### src/rtl/dcache_data_write_sched.sv
// rtl/dcache_data_write_sched.sv - data array write port scheduler with starvation bound
module dcache_data_write_sched #(
  parameter int ADDR_W       = 12,
  parameter int DATA_W       = 64,
  parameter int STARVE_LIMIT = 4
) (
  input  logic              clock,
  input  logic              reset,
  input  logic              io_in_0_valid,
  output logic              io_in_0_ready,
  input  logic              io_in_0_bits_way_en,
  input  logic [ADDR_W-1:0] io_in_0_bits_addr,
  input  logic              io_in_0_bits_wmask,
  input  logic [DATA_W-1:0] io_in_0_bits_data,
  input  logic              io_in_1_valid,
  output logic              io_in_1_ready,
  input  logic              io_in_1_bits_way_en,
  input  logic [ADDR_W-1:0] io_in_1_bits_addr,
  input  logic              io_in_1_bits_wmask,
  input  logic [DATA_W-1:0] io_in_1_bits_data,
  input  logic              io_read_block,
  output logic              io_out_valid,
  input  logic              io_out_ready,
  output logic              io_out_bits_way_en,
  output logic [ADDR_W-1:0] io_out_bits_addr,
  output logic              io_out_bits_wmask,
  output logic [DATA_W-1:0] io_out_bits_data,
  output logic              io_out_chosen,
  output logic              io_starved
);

  localparam logic [3:0] LIMIT = 4'(STARVE_LIMIT);

  logic [3:0] starve_cnt;
  logic       can_load;
  logic       grant_en;
  logic       fire_0;
  logic       fire_1;

  assign io_starved = (starve_cnt == LIMIT);

  // Arbitration: a ready is raised from priority and the other side's valid only,
  // so a requester never sees its own valid looped back into its ready.
  always_comb begin
    can_load      = !io_out_valid || io_out_ready;
    grant_en      = can_load && !io_read_block;
    io_in_0_ready = grant_en && !(io_starved && io_in_1_valid);
    io_in_1_ready = grant_en && (io_starved || !io_in_0_valid);
    fire_0        = io_in_0_valid && io_in_0_ready;
    fire_1        = io_in_1_valid && io_in_1_ready;
  end

  // Count refill grants taken while a store waits; saturates at the limit.
  always_ff @(posedge clock or negedge reset) begin
    if (!reset) begin
      starve_cnt <= 4'd0;
    end else if (fire_1 || !io_in_1_valid) begin
      starve_cnt <= 4'd0;
    end else if (fire_0) begin
      starve_cnt <= (starve_cnt >= LIMIT) ? LIMIT : starve_cnt + 4'd1;
    end
  end

  // Single-entry output slot: load on grant, clear on drain, hold under backpressure.
  always_ff @(posedge clock or negedge reset) begin
    if (!reset) begin
      io_out_valid       <= 1'b0;
      io_out_bits_way_en <= 1'b0;
      io_out_bits_addr   <= '0;
      io_out_bits_wmask  <= 1'b0;
      io_out_bits_data   <= '0;
      io_out_chosen      <= 1'b0;
    end else if (fire_0) begin
      io_out_valid       <= 1'b1;
      io_out_bits_way_en <= io_in_0_bits_way_en;
      io_out_bits_addr   <= io_in_0_bits_addr;
      io_out_bits_wmask  <= io_in_0_bits_wmask;
      io_out_bits_data   <= io_in_0_bits_data;
      io_out_chosen      <= 1'b0;
    end else if (fire_1) begin
      io_out_valid       <= 1'b1;
      io_out_bits_way_en <= io_in_1_bits_way_en;
      io_out_bits_addr   <= io_in_1_bits_addr;
      io_out_bits_wmask  <= io_in_1_bits_wmask;
      io_out_bits_data   <= io_in_1_bits_data;
      io_out_chosen      <= 1'b1;
    end else if (io_out_ready) begin
      io_out_valid       <= 1'b0;
    end
  end

endmodule
### config.mk
export PLATFORM = sky130hd
export DESIGN_NAME = dcache_data_write_sched
export DESIGN_NICKNAME = d
export VERILOG_FILES = /design/src/rtl/dcache_data_write_sched.sv
export SDC_FILE = /design/constraint.sdc
export NUM_CORES = 1
export LEC_CHECK = 0
export CAP_MARGIN = 20
export CELL_PAD_IN_SITES_DETAIL_PLACEMENT = 0
export CELL_PAD_IN_SITES_GLOBAL_PLACEMENT = 1
export CORE_MARGIN = 5
export CORE_UTILIZATION = 25
export CTS_BUF_LIST = sky130_fd_sc_hd__clkbuf_8 sky130_fd_sc_hd__clkbuf_16
export CTS_CLUSTER_SIZE = 12
export DETAILED_ROUTE_END_ITERATION = 12
export PLACE_DENSITY_LB_ADDON = 0.2
export REMOVE_ABC_BUFFERS = 1
export SYNTH_ARGS = -nofsm -noshare
export SYNTH_HDL_FRONTEND = slang
export SYNTH_SLANG_ARGS = --single-unit
### constraint.sdc
create_clock -name clock -period 1.75 [get_ports clock]
set_input_delay 0.2625 -clock clock [delete_from_list [all_inputs] [get_ports clock]]
set_output_delay 0.2625 -clock clock [all_outputs]
set_load 0.1 [all_outputs]
==> results of run 1 <==
[worst max-delay path by stage]
| stage | from | to | slack (ps) |
|---|---|---|---|
| after floorplan | io_out_valid$_DFFE_PN0P_ | io_in_1_ready | -2700 |
| after global placement | io_in_1_valid | io_out_bits_data[18]$_DFFE_PN0P_ | -280 |
| after detailed placement | io_in_1_valid | io_out_bits_data[11]$_DFFE_PN0P_ | -290 |
| after CTS | starve_cnt[0]$_DFFE_PN0P_ | io_in_1_ready | -40 |
| after global routing | starve_cnt[0]$_DFFE_PN0P_ | io_in_1_ready | -130 |
| final | starve_cnt[0]$_DFFE_PN0P_ | io_in_1_ready | -40 |
[flip-flops by register name (all words and copies together), names as in the netlist]
| name | flops |
|---|---|
| starve_cnt | 4 |
| io_out_bits_data | 64 |
| io_out_bits_wmask | 1 |
| io_out_bits_way_en | 1 |
| io_out_bits_addr | 12 |
| io_out_valid | 1 |
| io_out_chosen | 1 |
[cells by family (layout without fill, tap and decap cells)]
group,count (synthesis),count (layout),synth area share (%)
flip-flops,84,84,45.6
AND/OR/NAND/NOR,97,97,11.0
buffers and inverters,85,311,7.87
AO/OA/AOI/OAI,242,242,35.0
adder cells (fa/ha/maj),2,2,0.543
[critical path: cells and delay by family, from the launching register on]
| kind | cells | cell delay, ps |
|---|---|---|
| AND/OR/NAND/NOR | 1 | 120 |
| AO/OA/AOI/OAI | 1 | 160 |
| flip-flops | 1 | 390 |
| adder cells (fa/ha/maj) | 1 | 140 |
| buffers and inverters | 3 | 380 |
[cell type report]
cell class                 instances  area, um2
clock buffer                       9        225
clock inverter                     5       47.5
fill                            1672       9450
inverter                           5       21.3
multi-input combinational        341       2230
sequential                        84       2100
tap                              229        287
timing repair buffer             292       3730
[cell usage in the layout, fill, tap and decap left out, types with 3 or more instances in the layout]
master and instances:
a31oi_1 157, buf_12 91, buf_4 40, clkbuf_16 9, clkdlybuf4s50_1 159, dfrtp_1 84, inv_1 3, inv_2 3
nand3_1 78, o31ai_1 71, o31ai_2 7
[power by group]
part / switching [uW] / internal, uW / total, uW
clock: 756 / 1080 / 1830
sequential: 385 / 2280 / 2660
combinational: 3360 / 1980 / 5340
total: 4500 / 5330 / 9830
[layer usage]
metal,vias to the layer above,GRT usage [%]
met5,-,0
met2,271,28.7
met4,0,5.89
li1,2487,-
met3,25,5.67
met1,2641,25.0
[stage by stage]
step | area (um2) | setup slack, ps | power, uW
finish | 8640 | -42.7 | 9830
global route | 8640 | -129 | 10200
CTS | 8580 | -42.8 | 9900
detailed placement | 8220 | -287 | 8040
global placement | 8220 | -279 | 7990
floorplan | 4270 | -2700 | 5570
[timing repair]
action | in CTS | in global routing
setup buffers | 7 | 3
hold buffers | 1 | 0
setup endpoints to repair | 81 | 79
pin swaps | 2 | 1
hold endpoints to repair | 25 | 0
resized for setup | 7 | 8
==> results.toml, run 1 <==
[cts]
clk_path_buf_depth = 2
cts_root_buffer = "clkbuf_16"
cts_tree = "built"
cts.sinks = 84
cts_made_buffers = 9
htreeDepth = 3
clkLatencyLatePin_ps = 340
clk_pin_slew_ps = 60

[placed_design]
place_hpwl_um = 14600
place_congestion = 0.798
port_buffers = 244
dp_cells = 940

[worst_setup_path]
cpPeakStageDelay_ps = 390
reg2reg_to = "io_out_bits_data[18]$_DFFE_PN0P_"
path_cells = "inv_2, ha_4, nand3b_1, a21oi_2, buf_4, buf_12"
worst_r2r_path_depth = 7
cp.required_ps = 1490
crit_fanout = 3
worstSetupStartpointType = "flip-flop"
crit_arrival_ps = 1530
cp_slowest_cell = "dfrtp_1"
path_class = "flip-flop to primary output"
timing.rr.start = "starve_cnt[0]$_DFFE_PN0P_"
r2r_setup_slack_ps = 70
end_kind = "primary output"

[min_path]
min_from = "io_in_0_valid"
min_path_type = "input port to flip-flop"
min_path_cells = 3
min_to = "io_out_chosen$_DFFE_PN0P_"

[routing]
wl_um = 20400
wl_met1_um = 8560
met2_length_um = 9490
highest_layer = "met4"
drt-initial-drc-count = 389
dr.pass1.iters = 5
drc_errors = 0
ant_nets = 0
met3_length_um = 1900
vias = 5424
vias_per_cell = 5.62
wire_per_inst_um = 21.1

[finish]
instances_no_fill = 965
nets = 897
layout-drive-gt1-share_pct = 22.4
syn2layout_area_growth_pct = 87.4
fin_util_pct = 47.8
diodes = 0

[sta]
worst_clock_skew_ps = 7.33
min_period_over_period_pct = 102
hold_violations = 0
fmax_ghz = 0.558
rsz0062_at_grt = "yes"
worst_slew_pin_slew_ps = 488
setup_ws_ps = -42.7
slew_viol_final = 0
period_needed_ps = 1790
maxSlewHeadroom_pct = 67.4
tns_ps = -42.7
worst_hold_slack_ps = 354
setup_violations = 1

[synth]
synth_area_mm2 = 0.00461
postSynth.asyncResetShare_pct = 100
ys_top_cells_by_count = "157 x a31oi_1, 84 x dfrtp_1, 78 x nand3_1, 78 x o31ai_1, 67 x clkbuf_1"
yosysTopAreaCell = "dfrtp_1"
yosysMostFrequentCell = "a31oi_1"
synth_top_area_share_pct = 45.6
synth_edf_count = 0
synth_flop_cell = "dfrtp_1"
synthCells = 510
synth_area_leaders = "dfrtp_1 46%, a31oi_1 21%, o31ai_1 13%"
syn_avg_cell_area_um2 = 9.04
ys_ff_latch = 84
yosys_warnings = 0
synth.distinct_cells = 28
ys_seq_area_share_pct = 45.6

[power]
power_density_mw_per_mm2 = 1140
ir_drop_v = 0.000580
p_leak_uw = 0.00342

[die]
die_area_mm2 = 0.0213
row_count = 49
fp.coreArea_mm2 = 0.0181
start_util_pct = 25.5
pin_count = 245
die_x_um = 146
die_h_um = 146

[global_routing]
grt_overflow = 0
grt_pass1_vias = 5584
track_usage_pct = 18.6
antenna_found_initial = 0
grt_pass1_wl_um = 32200
grt_max_degree = 41

[run_status]
violations = "negative setup slack"
outcome = "finished with violations"

[run]
drv_cap = 0
No activity file was read; power rests on OpenSTA's default activity.
==> inputs of run 2 (changes only) <==
--- a/config.mk
+++ b/config.mk
@@ -5,6 +5,7 @@
 export SDC_FILE = /design/constraint.sdc
 export NUM_CORES = 1
 export LEC_CHECK = 0
+export ABC_AREA = 0
 export CAP_MARGIN = 20
 export CELL_PAD_IN_SITES_DETAIL_PLACEMENT = 0
 export CELL_PAD_IN_SITES_GLOBAL_PLACEMENT = 1
==> results of run 2 <==
The final DEF is identical to that of run 1; final timing and power are the same.
==> inputs of run 3 (changes only) <==
--- a/config.mk
+++ b/config.mk
@@ -14,6 +14,7 @@
 export CTS_BUF_LIST = sky130_fd_sc_hd__clkbuf_8 sky130_fd_sc_hd__clkbuf_16
 export CTS_CLUSTER_SIZE = 12
 export DETAILED_ROUTE_END_ITERATION = 12
+export GPL_TIMING_DRIVEN = 0
 export PLACE_DENSITY_LB_ADDON = 0.2
 export REMOVE_ABC_BUFFERS = 1
 export SYNTH_ARGS = -nofsm -noshare
==> run 3 against run 2 <==
  * The run still ends with negative setup slack left
  * Utilization down 2.6 points
  * Maximum frequency down 1.7%
  * Clock-buffer cell count up 1
  * Global-route usage up 2.5 points
  * Critical path depth down 1
  * Non-clock buffer count down 16
  * Routed wire length up 16%
  * Clock power up 15%
  * Largest cell class unchanged
  * Largest power group unchanged
==> results.toml, run 3 (synthesis results as in run 1) <==
[global_routing]
grt_pass1_wl_um = 35700
grt_pass1_vias = 5986
grt_max_degree = 70
track_usage_pct = 21.1
grt_overflow = 0
antenna_found_initial = 0

[die]
die_h_um = 146
die_area_mm2 = 0.0213
row_count = 49
pin_count = 245
die_x_um = 146
start_util_pct = 25.5
fp.coreArea_mm2 = 0.0181

[sta]
min_period_over_period_pct = 104
rsz0062_at_grt = "yes"
slew_viol_final = 0
setup_violations = 12
hold_violations = 0
maxSlewHeadroom_pct = 50.0
period_needed_ps = 1820
worst_hold_slack_ps = 340
fmax_ghz = 0.548
worst_slew_pin_slew_ps = 746
setup_ws_ps = -73.8
worst_clock_skew_ps = 9.28

[finish]
layout-drive-gt1-share_pct = 22.3
final_cell_mix = "156 x a31oi_1, 156 x clkdlybuf4s50_1, 83 x dfrtp_1, 80 x clkdlybuf4s15_2, 78 x nand3_1"
instances_no_fill = 959
syn2layout_area_growth_pct = 77.1
top_register = "io_out_bits_data"
largest_reg_flops = 64
diodes = 0
top_regs = "io_out_bits_data: 64 flops, io_out_bits_addr: 12 flops, starve_cnt: 4 flops"
fin_util_pct = 45.1
nets = 889

[run]
drv_cap = 0

[routing]
vias = 5618
dr.pass1.iters = 5
ant_nets = 0
wl_um = 23600
vias_per_cell = 5.86
drc_errors = 0
wire_per_inst_um = 24.7
drt-initial-drc-count = 500

[worst_setup_path]
end_kind = "primary output"
reg2reg_to = "io_out_bits_data[8]$_DFFE_PN0P_"
crit_family = "flip-flops"
crit_arrival_ps = 1560
cp_num_cells = 5
path_class = "flip-flop to primary output"
timing.rr.start = "starve_cnt[1]$_DFFE_PN0P_"
path_cells = "inv_2, ha_4, nand3b_1, a21oi_2, buf_8"
endpoint = "io_in_1_ready"
startpoint = "starve_cnt[1]$_DFFE_PN0P_"
cp_slowest_cell = "dfrtp_1"
timing.critical_path.buf_inv = 2
crit_fanout = 4
r2r_setup_slack_ps = -30
worstSetupStartpointType = "flip-flop"
worst_r2r_path_depth = 7
cp.required_ps = 1490
cpPeakStageDelay_ps = 410

[cts]
clk_pin_slew_ps = 70
cts_root_buffer = "clkbuf_16"
clkLatencyLatePin_ps = 340
clk_path_buf_depth = 2
htreeDepth = 3
cts_tree = "built"
cts_made_buffers = 9
cts.sinks = 84

[run_status]
violations = "negative setup slack"
outcome = "finished with violations"

[placed_design]
dp_cells = 919
port_buffers = 244
place_congestion = 0.768
place_hpwl_um = 13300

[power]
ir_drop_v = 0.000545
power_density_mw_per_mm2 = 1120
p_leak_uw = 0.00312

[min_path]
min_path_type = "input port to flip-flop"
## run 3: power breakdown
part,internal (uW),switching (uW)
logic,1200,3420
registers,2280,191
clock network,1280,820
## run 3: per-stage QoR
stage                     cell area, um2  TNS (ps)  total power, uW  setup slack, ps
after global placement              7000   -848590             6990            -7150
final                               8170      -197             9190            -73.8
after global routing                8170     -1220             9520             -128
after floorplan                     4270   -213820             5570            -2700
after CTS                           8090     -70.4             9220            -70.4
after detailed placement            7370    -75160             7080            -1520
## run 3: worst min-delay path by stage
stage | start | to | slack, ps | cells past startpoint
2_1_floorplan | reset | io_out_bits_addr[0]$_DFFE_PN0P_ | -30 | 0
3_3_place_gp | io_out_chosen$_DFFE_PN0P_ | io_out_chosen$_DFFE_PN0P_ | 520 | 1
3_5_place_dp | reset | io_out_bits_data[39]$_DFFE_PN0P_ | 310 | 1
4_1_cts | io_in_0_valid | io_out_bits_addr[5]$_DFFE_PN0P_ | 300 | 3
5_1_grt | io_in_0_valid | io_out_bits_data[1]$_DFFE_PN0P_ | 350 | 3
6_report | io_in_0_valid | io_out_bits_addr[5]$_DFFE_PN0P_ | 340 | 3
## run 3: repair_timing
action / 4_1_cts / 5_1_grt
setup endpoints to repair: 165 / 67
pin swaps: 4 / 9
buffers inserted: 13 / 2
resized for setup: 286 / 10
hold endpoints to repair: 41 / 0
gates cloned: 9 / 1
hold buffers: 1 / 0
## run 3: per-layer routing
layer	share of wire, %	global-route usage, %	vias to the layer above
met3	8.7	5.17	26
met2	48	33.5	320
li1	-	-	2490
met4	1.6	7.69	0
met1	42	27.8	2782
met5	0	0	-
## run 3: worst min-delay path: stages
cell and delay (ps):
buf_4 200, nand3_1 100, a31oi_1 80
## run 3: cell type report
class	instances	area [um2]
Timing Repair Buffer	276	3090
Fill cell	1687	9920
Clock inverter	6	80.1
Clock buffer	10	239
Tap cell	229	287
Inverter	5	45.0
Sequential cell	84	2100
Multi-Input combinational cell	347	2310
Timing Repair inverter	2	17.5
